**src/rtl/store_unit_if.sv**
```systemverilog
// Bundle between the store unit, the core front end and the shared data memory.
// The master side supplies the instruction operands and memory read data.
interface store_unit_if;
    logic [31:0] rs1_val;
    logic [31:0] rs2_val;
    logic [31:0] imm;
    logic [1:0]  store_control;
    logic [31:0] mem_rdata;
    logic        stall_pc;
    logic        ignore_curr_inst;
    logic        mem_rw_mode;
    logic [31:0] mem_addr;
    logic [31:0] mem_wdata;
    logic        misalign_err;

    modport master (
        output rs1_val, rs2_val, imm, store_control, mem_rdata,
        input  stall_pc, ignore_curr_inst, mem_rw_mode, mem_addr, mem_wdata, misalign_err
    );

    modport slave (
        input  rs1_val, rs2_val, imm, store_control, mem_rdata,
        output stall_pc, ignore_curr_inst, mem_rw_mode, mem_addr, mem_wdata, misalign_err
    );
endinterface

```
**src/rtl/store_unit.sv**
```systemverilog
// SB/SH/SW execution on a byte-enable-less single-port memory: sub-word stores
// read the word, replace one lane and write it back; SW writes directly.
module store_unit #(
    parameter bit ERR_ON_MISALIGN = 1'b1
) (
    input  logic         i_clk,
    input  logic         i_rst,
    store_unit_if.slave  bus
);

    localparam logic [1:0] IDLE  = 2'b00;
    localparam logic [1:0] MERGE = 2'b01;
    localparam logic [1:0] WRITE = 2'b10;

    localparam logic [1:0] ST_NOP = 2'b00;
    localparam logic [1:0] ST_SB  = 2'b01;
    localparam logic [1:0] ST_SH  = 2'b10;
    localparam logic [1:0] ST_SW  = 2'b11;

    logic [1:0]  state_q, state_d;
    logic [31:0] ea_q, ea_d;
    logic [15:0] data_q, data_d;
    logic [1:0]  ctl_q, ctl_d;
    logic [31:0] merge_q, merge_d;

    logic [31:0] eaRaw;
    logic [31:0] eaFix;
    logic        misaligned;
    logic [31:0] laneMerged;

    // Truncation only matters when misaligned stores are allowed through.
    always_comb begin
        eaRaw      = bus.rs1_val + bus.imm;
        misaligned = ((bus.store_control == ST_SH) && eaRaw[0]) ||
                     ((bus.store_control == ST_SW) && (eaRaw[1:0] != 2'b00));
        eaFix      = eaRaw;
        if (bus.store_control == ST_SH) begin
            eaFix[0] = 1'b0;
        end else if (bus.store_control == ST_SW) begin
            eaFix[1:0] = 2'b00;
        end
    end

    always_comb begin
        laneMerged = bus.mem_rdata;
        if (ctl_q == ST_SB) begin
            laneMerged[{ea_q[1:0], 3'b000} +: 8] = data_q[7:0];
        end else begin
            laneMerged[{ea_q[1], 4'b0000} +: 16] = data_q;
        end
    end

    // Outputs fall back to NOP values while reset is held so an aborted store never writes.
    always_comb begin
        state_d              = state_q;
        ea_d                 = ea_q;
        data_d               = data_q;
        ctl_d                = ctl_q;
        merge_d              = merge_q;
        bus.stall_pc         = 1'b0;
        bus.ignore_curr_inst = 1'b0;
        bus.mem_rw_mode      = 1'b1;
        bus.mem_addr         = 32'h0;
        bus.mem_wdata        = 32'h0;
        bus.misalign_err     = 1'b0;
        if (i_rst) begin
            case (state_q)
                IDLE: begin
                    if (bus.store_control != ST_NOP) begin
                        if (misaligned && ERR_ON_MISALIGN) begin
                            bus.misalign_err = 1'b1;
                        end else begin
                            bus.stall_pc = 1'b1;
                            bus.mem_addr = {eaFix[31:2], 2'b00};
                            ea_d         = eaFix;
                            data_d       = bus.rs2_val[15:0];
                            ctl_d        = bus.store_control;
                            if (bus.store_control == ST_SW) begin
                                merge_d = bus.rs2_val;
                                state_d = WRITE;
                            end else begin
                                state_d = MERGE;
                            end
                        end
                    end
                end
                MERGE: begin
                    bus.stall_pc         = 1'b1;
                    bus.ignore_curr_inst = 1'b1;
                    bus.mem_addr         = {ea_q[31:2], 2'b00};
                    merge_d              = laneMerged;
                    state_d              = WRITE;
                end
                WRITE: begin
                    bus.ignore_curr_inst = 1'b1;
                    bus.mem_rw_mode      = 1'b0;
                    bus.mem_addr         = {ea_q[31:2], 2'b00};
                    bus.mem_wdata        = merge_q;
                    state_d              = IDLE;
                end
                default: state_d = IDLE;
            endcase
        end
    end

    always_ff @(posedge i_clk or negedge i_rst) begin
        if (!i_rst) begin
            state_q <= IDLE;
            ea_q    <= 32'h0;
            data_q  <= 16'h0;
            ctl_q   <= ST_NOP;
            merge_q <= 32'h0;
        end else begin
            state_q <= state_d;
            ea_q    <= ea_d;
            data_q  <= data_d;
            ctl_q   <= ctl_d;
            merge_q <= merge_d;
        end
    end

endmodule

```
**src/flat_wrapper.sv**
```systemverilog
// flat-port wrapper written by rule: the top's interface ports become plain ports
module store_unit_flat 
#(
    parameter bit ERR_ON_MISALIGN = 1'b1
)
  (i_clk, i_rst, bus_rs1_val, bus_rs2_val, bus_imm, bus_store_control, bus_mem_rdata, bus_stall_pc, bus_ignore_curr_inst, bus_mem_rw_mode, bus_mem_addr, bus_mem_wdata, bus_misalign_err);
  store_unit_if bus_i ();
  input  logic i_clk;
  input  logic i_rst;
  input wire logic [$bits(bus_i.rs1_val)-1:0] bus_rs1_val;
  input wire logic [$bits(bus_i.rs2_val)-1:0] bus_rs2_val;
  input wire logic [$bits(bus_i.imm)-1:0] bus_imm;
  input wire logic [$bits(bus_i.store_control)-1:0] bus_store_control;
  input wire logic [$bits(bus_i.mem_rdata)-1:0] bus_mem_rdata;
  output wire logic [$bits(bus_i.stall_pc)-1:0] bus_stall_pc;
  output wire logic [$bits(bus_i.ignore_curr_inst)-1:0] bus_ignore_curr_inst;
  output wire logic [$bits(bus_i.mem_rw_mode)-1:0] bus_mem_rw_mode;
  output wire logic [$bits(bus_i.mem_addr)-1:0] bus_mem_addr;
  output wire logic [$bits(bus_i.mem_wdata)-1:0] bus_mem_wdata;
  output wire logic [$bits(bus_i.misalign_err)-1:0] bus_misalign_err;
  assign bus_i.rs1_val = bus_rs1_val;
  assign bus_i.rs2_val = bus_rs2_val;
  assign bus_i.imm = bus_imm;
  assign bus_i.store_control = bus_store_control;
  assign bus_i.mem_rdata = bus_mem_rdata;
  assign bus_stall_pc = bus_i.stall_pc;
  assign bus_ignore_curr_inst = bus_i.ignore_curr_inst;
  assign bus_mem_rw_mode = bus_i.mem_rw_mode;
  assign bus_mem_addr = bus_i.mem_addr;
  assign bus_mem_wdata = bus_i.mem_wdata;
  assign bus_misalign_err = bus_i.misalign_err;
  store_unit #(.ERR_ON_MISALIGN(ERR_ON_MISALIGN)) u_core (.i_clk(i_clk), .i_rst(i_rst), .bus(bus_i));
endmodule
```
**config.mk**
```make
export PLATFORM = sky130hd
export DESIGN_NAME = store_unit_flat
export DESIGN_NICKNAME = d
export VERILOG_FILES = /design/src/rtl/store_unit_if.sv /design/src/rtl/store_unit.sv /design/src/flat_wrapper.sv
export SDC_FILE = /design/constraint.sdc
export NUM_CORES = 1
export LEC_CHECK = 0
export ABC_CLOCK_PERIOD_IN_PS = 3500
export CAP_MARGIN = 20
export CORE_ASPECT_RATIO = 1.5
export CORE_MARGIN = 3
export CORE_UTILIZATION = 48
export DETAILED_ROUTE_END_ITERATION = 8
export MAX_ROUTING_LAYER = met4
export PLACE_DENSITY = 0.82
export SETUP_SLACK_MARGIN = 0.05
export SLEW_MARGIN = 10
export SYNTH_ARGS = -nofsm -noshare
export SYNTH_HDL_FRONTEND = slang
export SYNTH_SLANG_ARGS = --single-unit
export TNS_END_PERCENT = 50
```
**constraint.sdc**
```tcl
create_clock -name i_clk -period 3.5 [get_ports i_clk]
set_clock_uncertainty 0.05 [all_clocks]
set_input_delay 0.35 -clock i_clk [delete_from_list [all_inputs] [get_ports i_clk]]
set_output_delay 0.35 -clock i_clk [all_outputs]
set_load 0.05 [all_outputs]
```
==> results.ini <==
[outcome]
status = finished, final reports clean

[global_routing]
grt_pass1_wl_microns = 34600
overflow = 0
grt_pass1_vias = 7048
antenna_found_initial = 0
grt.total_usage_pct = 30.1
grt_max_degree = 77

[routing]
dr.max_layer_used = met4
vias = 6990
drtIter0Drc = 387
firstDrtPassIters = 5
met3WireLength_microns = 1530
route.detailed.drc = 0
final_antenna_net_count = 0
wl_met1_microns = 7910
dr_wl_met2_microns = 11400
wire_per_inst_microns = 18.6
wl_microns = 21900
viasPerCell = 5.92

[power]
intPower_mw = 3.60
ir_drop_mv = 0.480
p_per_area_nw_per_um2 = 693
clkPwrFrac_pct = 14.8
seqPwrFrac_pct = 26.4
switching_share_pct = 46.1
comb_power_share_pct = 58.8
p_sw_mw = 3.08
leakage_nw = 4.32

[worst_hold_path]
hold_class = input port to asynchronous set/reset pin

[synthesis]
yosys_register_bits = 84
yosysUniqueCellTypes = 66
post-synth-top-area-cell = dfrtp_1
syn_inst = 797
ys_warn_count = 0
avgSynthCellArea_sq_um = 7.98
synth.top_cell.area_share_pct = 33.0
synth_edf_count = 0
ys_async_sr_fraction_pct = 100
yosys_most_used_dff = dfrtp_1
ys_seq_area_share_pct = 33.0
synth.cell_area_sq_um = 6360
synthTopCellsByArea = dfrtp_1 (33%), nand2_1 (11%), ha_1 (7.9%), o21ai_0 (7.2%), and3_1 (3.6%)

[floorplan]
die_y_microns = 147
core_sq_um = 12700
die_area_sq_um = 14700
std_cell_rows = 50
ios = 200
die_width_microns = 100
start_util_pct = 50.1

[place]
place.gp.congestion = 0.931
post-place-ws_ps = -127
place_hpwl_microns = 16600
portBuffers = 197
dpl.cell_count = 1157

[cts]
cts_buffers = 9
cts_max_path_buffers = 2
clk_pin_slew_worst_paths_ps = 80
clk_latency_ps = 350
cts.sinks = 84
clockRootBuffer = clkbuf_16
htreeDepth = 3
cts_tree = done

[layout]
antenna_cells = 0
nFillCells = 937
fin_cells = 1181
fin_nets = 1193
drive_above_1_share_pct = 17.0
final_common_cell = nand2_1
layout_common_cells = nand2_1 (179), clkdlybuf4s50_1 (161), dfrtp_1 (84), o21ai_0 (82), buf_4 (68)
area_growth_pct = 51.7

[sta]
setup_viol = 0
fin_crit_sh_pct = 97.2
grt_setup_unrepaired = yes
setup_ws_ps = 99.7
period_needed_ps = 3400
worstMarginPinSlew_ps = 827
max_freq_mhz = 294
hold_viol = 0
final_max_slew_viol_count = 0
whs_ps = 389
relSlewSlack_pct = 44.7

[critical_path]
cp-end-kind = output port
crit_arrival_ps = 3000
cp_max_fo = 5
critPathLaunch = bus_imm[10]
slowest_stage = clkdlybuf4s50_1
cp_cell_sequence = clkdlybuf4s50_1, ha_4, a21oi_1, inv_1, nor4_4, a221oi_2, buf_4, o311a_4, buf_4, mux2i_2, o211ai_1, bufbuf_16
path_class = input port to output port
cp.required_ps = 3100
r2r-start = u_core.ctl_q[0]
cp-start-kind = input port
critical_path.max_stage_delay_ps = 510
path_common_cell = buf_4

[job]
cap_viol_max_count = 0

sequential cells by signal, summed over array words and instances, names as in the netlist:
name and count:
u_core.ea_q 32, u_core.ctl_q 2, u_core.merge_q 32, u_core.data_q 16, u_core.state_q 2
per-layer routing:
layer,GRT usage (%),vias to the layer above
met5,-,-
met4,16.1,0
met3,3.66,63
met2,53.6,325
met1,31.9,3263
li1,-,3339
worst max-delay path, delay by kind of cell:
family          cells  cell delay, ps
simple gates        1             300
buf+inv             5            1220
fa+ha+maj           1             230
compound gates      4             740
mux                 1             150
timing repair:
item,CTS,global route
endpoints found under the setup margin,19,11
setup buffers,7,0
resized for setup,22,28
hold buffers,1,0
hold endpoints to repair,12,0
pin swaps,11,7
stage by stage:
stage               setup TNS, ps  area [sq um]  util [%]  total power, mW
floorplan                    -330          6380         -             3.99
global placement             -110          9080      71.5             5.49
detailed placement           -324          9080      71.5             5.60
CTS                             0          9510      74.9             6.63
global route                    0          9650      76.0             7.08
finish                          0          9650      76.0             6.68
cell type report:
| type | instances | area, sq um | share of cell area, % |
|---|---|---|---|
| Clock buffer | 9 | 225 | 2.33 |
| Multi-Input combinational cell | 642 | 4160 | 43.1 |
| Sequential cell | 84 | 2100 | 21.8 |
| Timing Repair Buffer | 267 | 2830 | 29.3 |
| Inverter | 16 | 60.1 | 0.622 |
| Tap cell | 156 | 195 | 2.02 |
| Clock inverter | 7 | 81.3 | 0.843 |
cells by family after synthesis:
| logic type | count (synthesis) | share of synthesized area, % |
|---|---|---|
| AOI/OAI and AO/OA | 262 | 27.0 |
| xor gates and xnor gates | 25 | 3.44 |
| adders and majority gates | 41 | 8.18 |
| buffers and inverters | 72 | 4.92 |
| DFF | 84 | 33.0 |
| muxes | 14 | 2.48 |
| other | 1 | 0.0590 |
| and+or+nand+nor | 298 | 20.9 |
worst paths after layout:
path	to	slack (ps)	depth (start not counted)
setup / recovery	bus_mem_addr[31]	100	12
hold reg to reg	u_core.ctl_q[1]	420	2
setup reg to reg	u_core.merge_q[27]	940	7
hold / removal	u_core.ea_q[11]	390	2
max in group asynchronous	u_core.ea_q[30]	2310	3
min in group i_clk	u_core.ctl_q[1]	420	2
synth_stat cells, types with 9 or more instances:
cell        n
clkbuf_1   47
nor2_1     32
nand4_1     9
a22o_1     11
a21o_1     16
inv_1      16
a22oi_1    25
a21oi_1    44
nand3_1    11
a222oi_1   16
o21ai_0    91
and3_1     37
mux2_2      9
dfrtp_1    84
xnor2_1    19
nand2_1   179
ha_1       40
power by group through the flow:
stage | Clock [mW] | Combinational, mW | Sequential (mW)
2_1_floorplan | 0 | 2.36 | 1.64
3_3_place_gp | 0 | 3.75 | 1.74
3_5_place_dp | 0 | 3.83 | 1.77
4_1_cts | 0.993 | 3.88 | 1.75
5_1_grt | 1.03 | 4.24 | 1.81
6_report | 0.989 | 3.93 | 1.76
(Power assumes the default switching activity.)
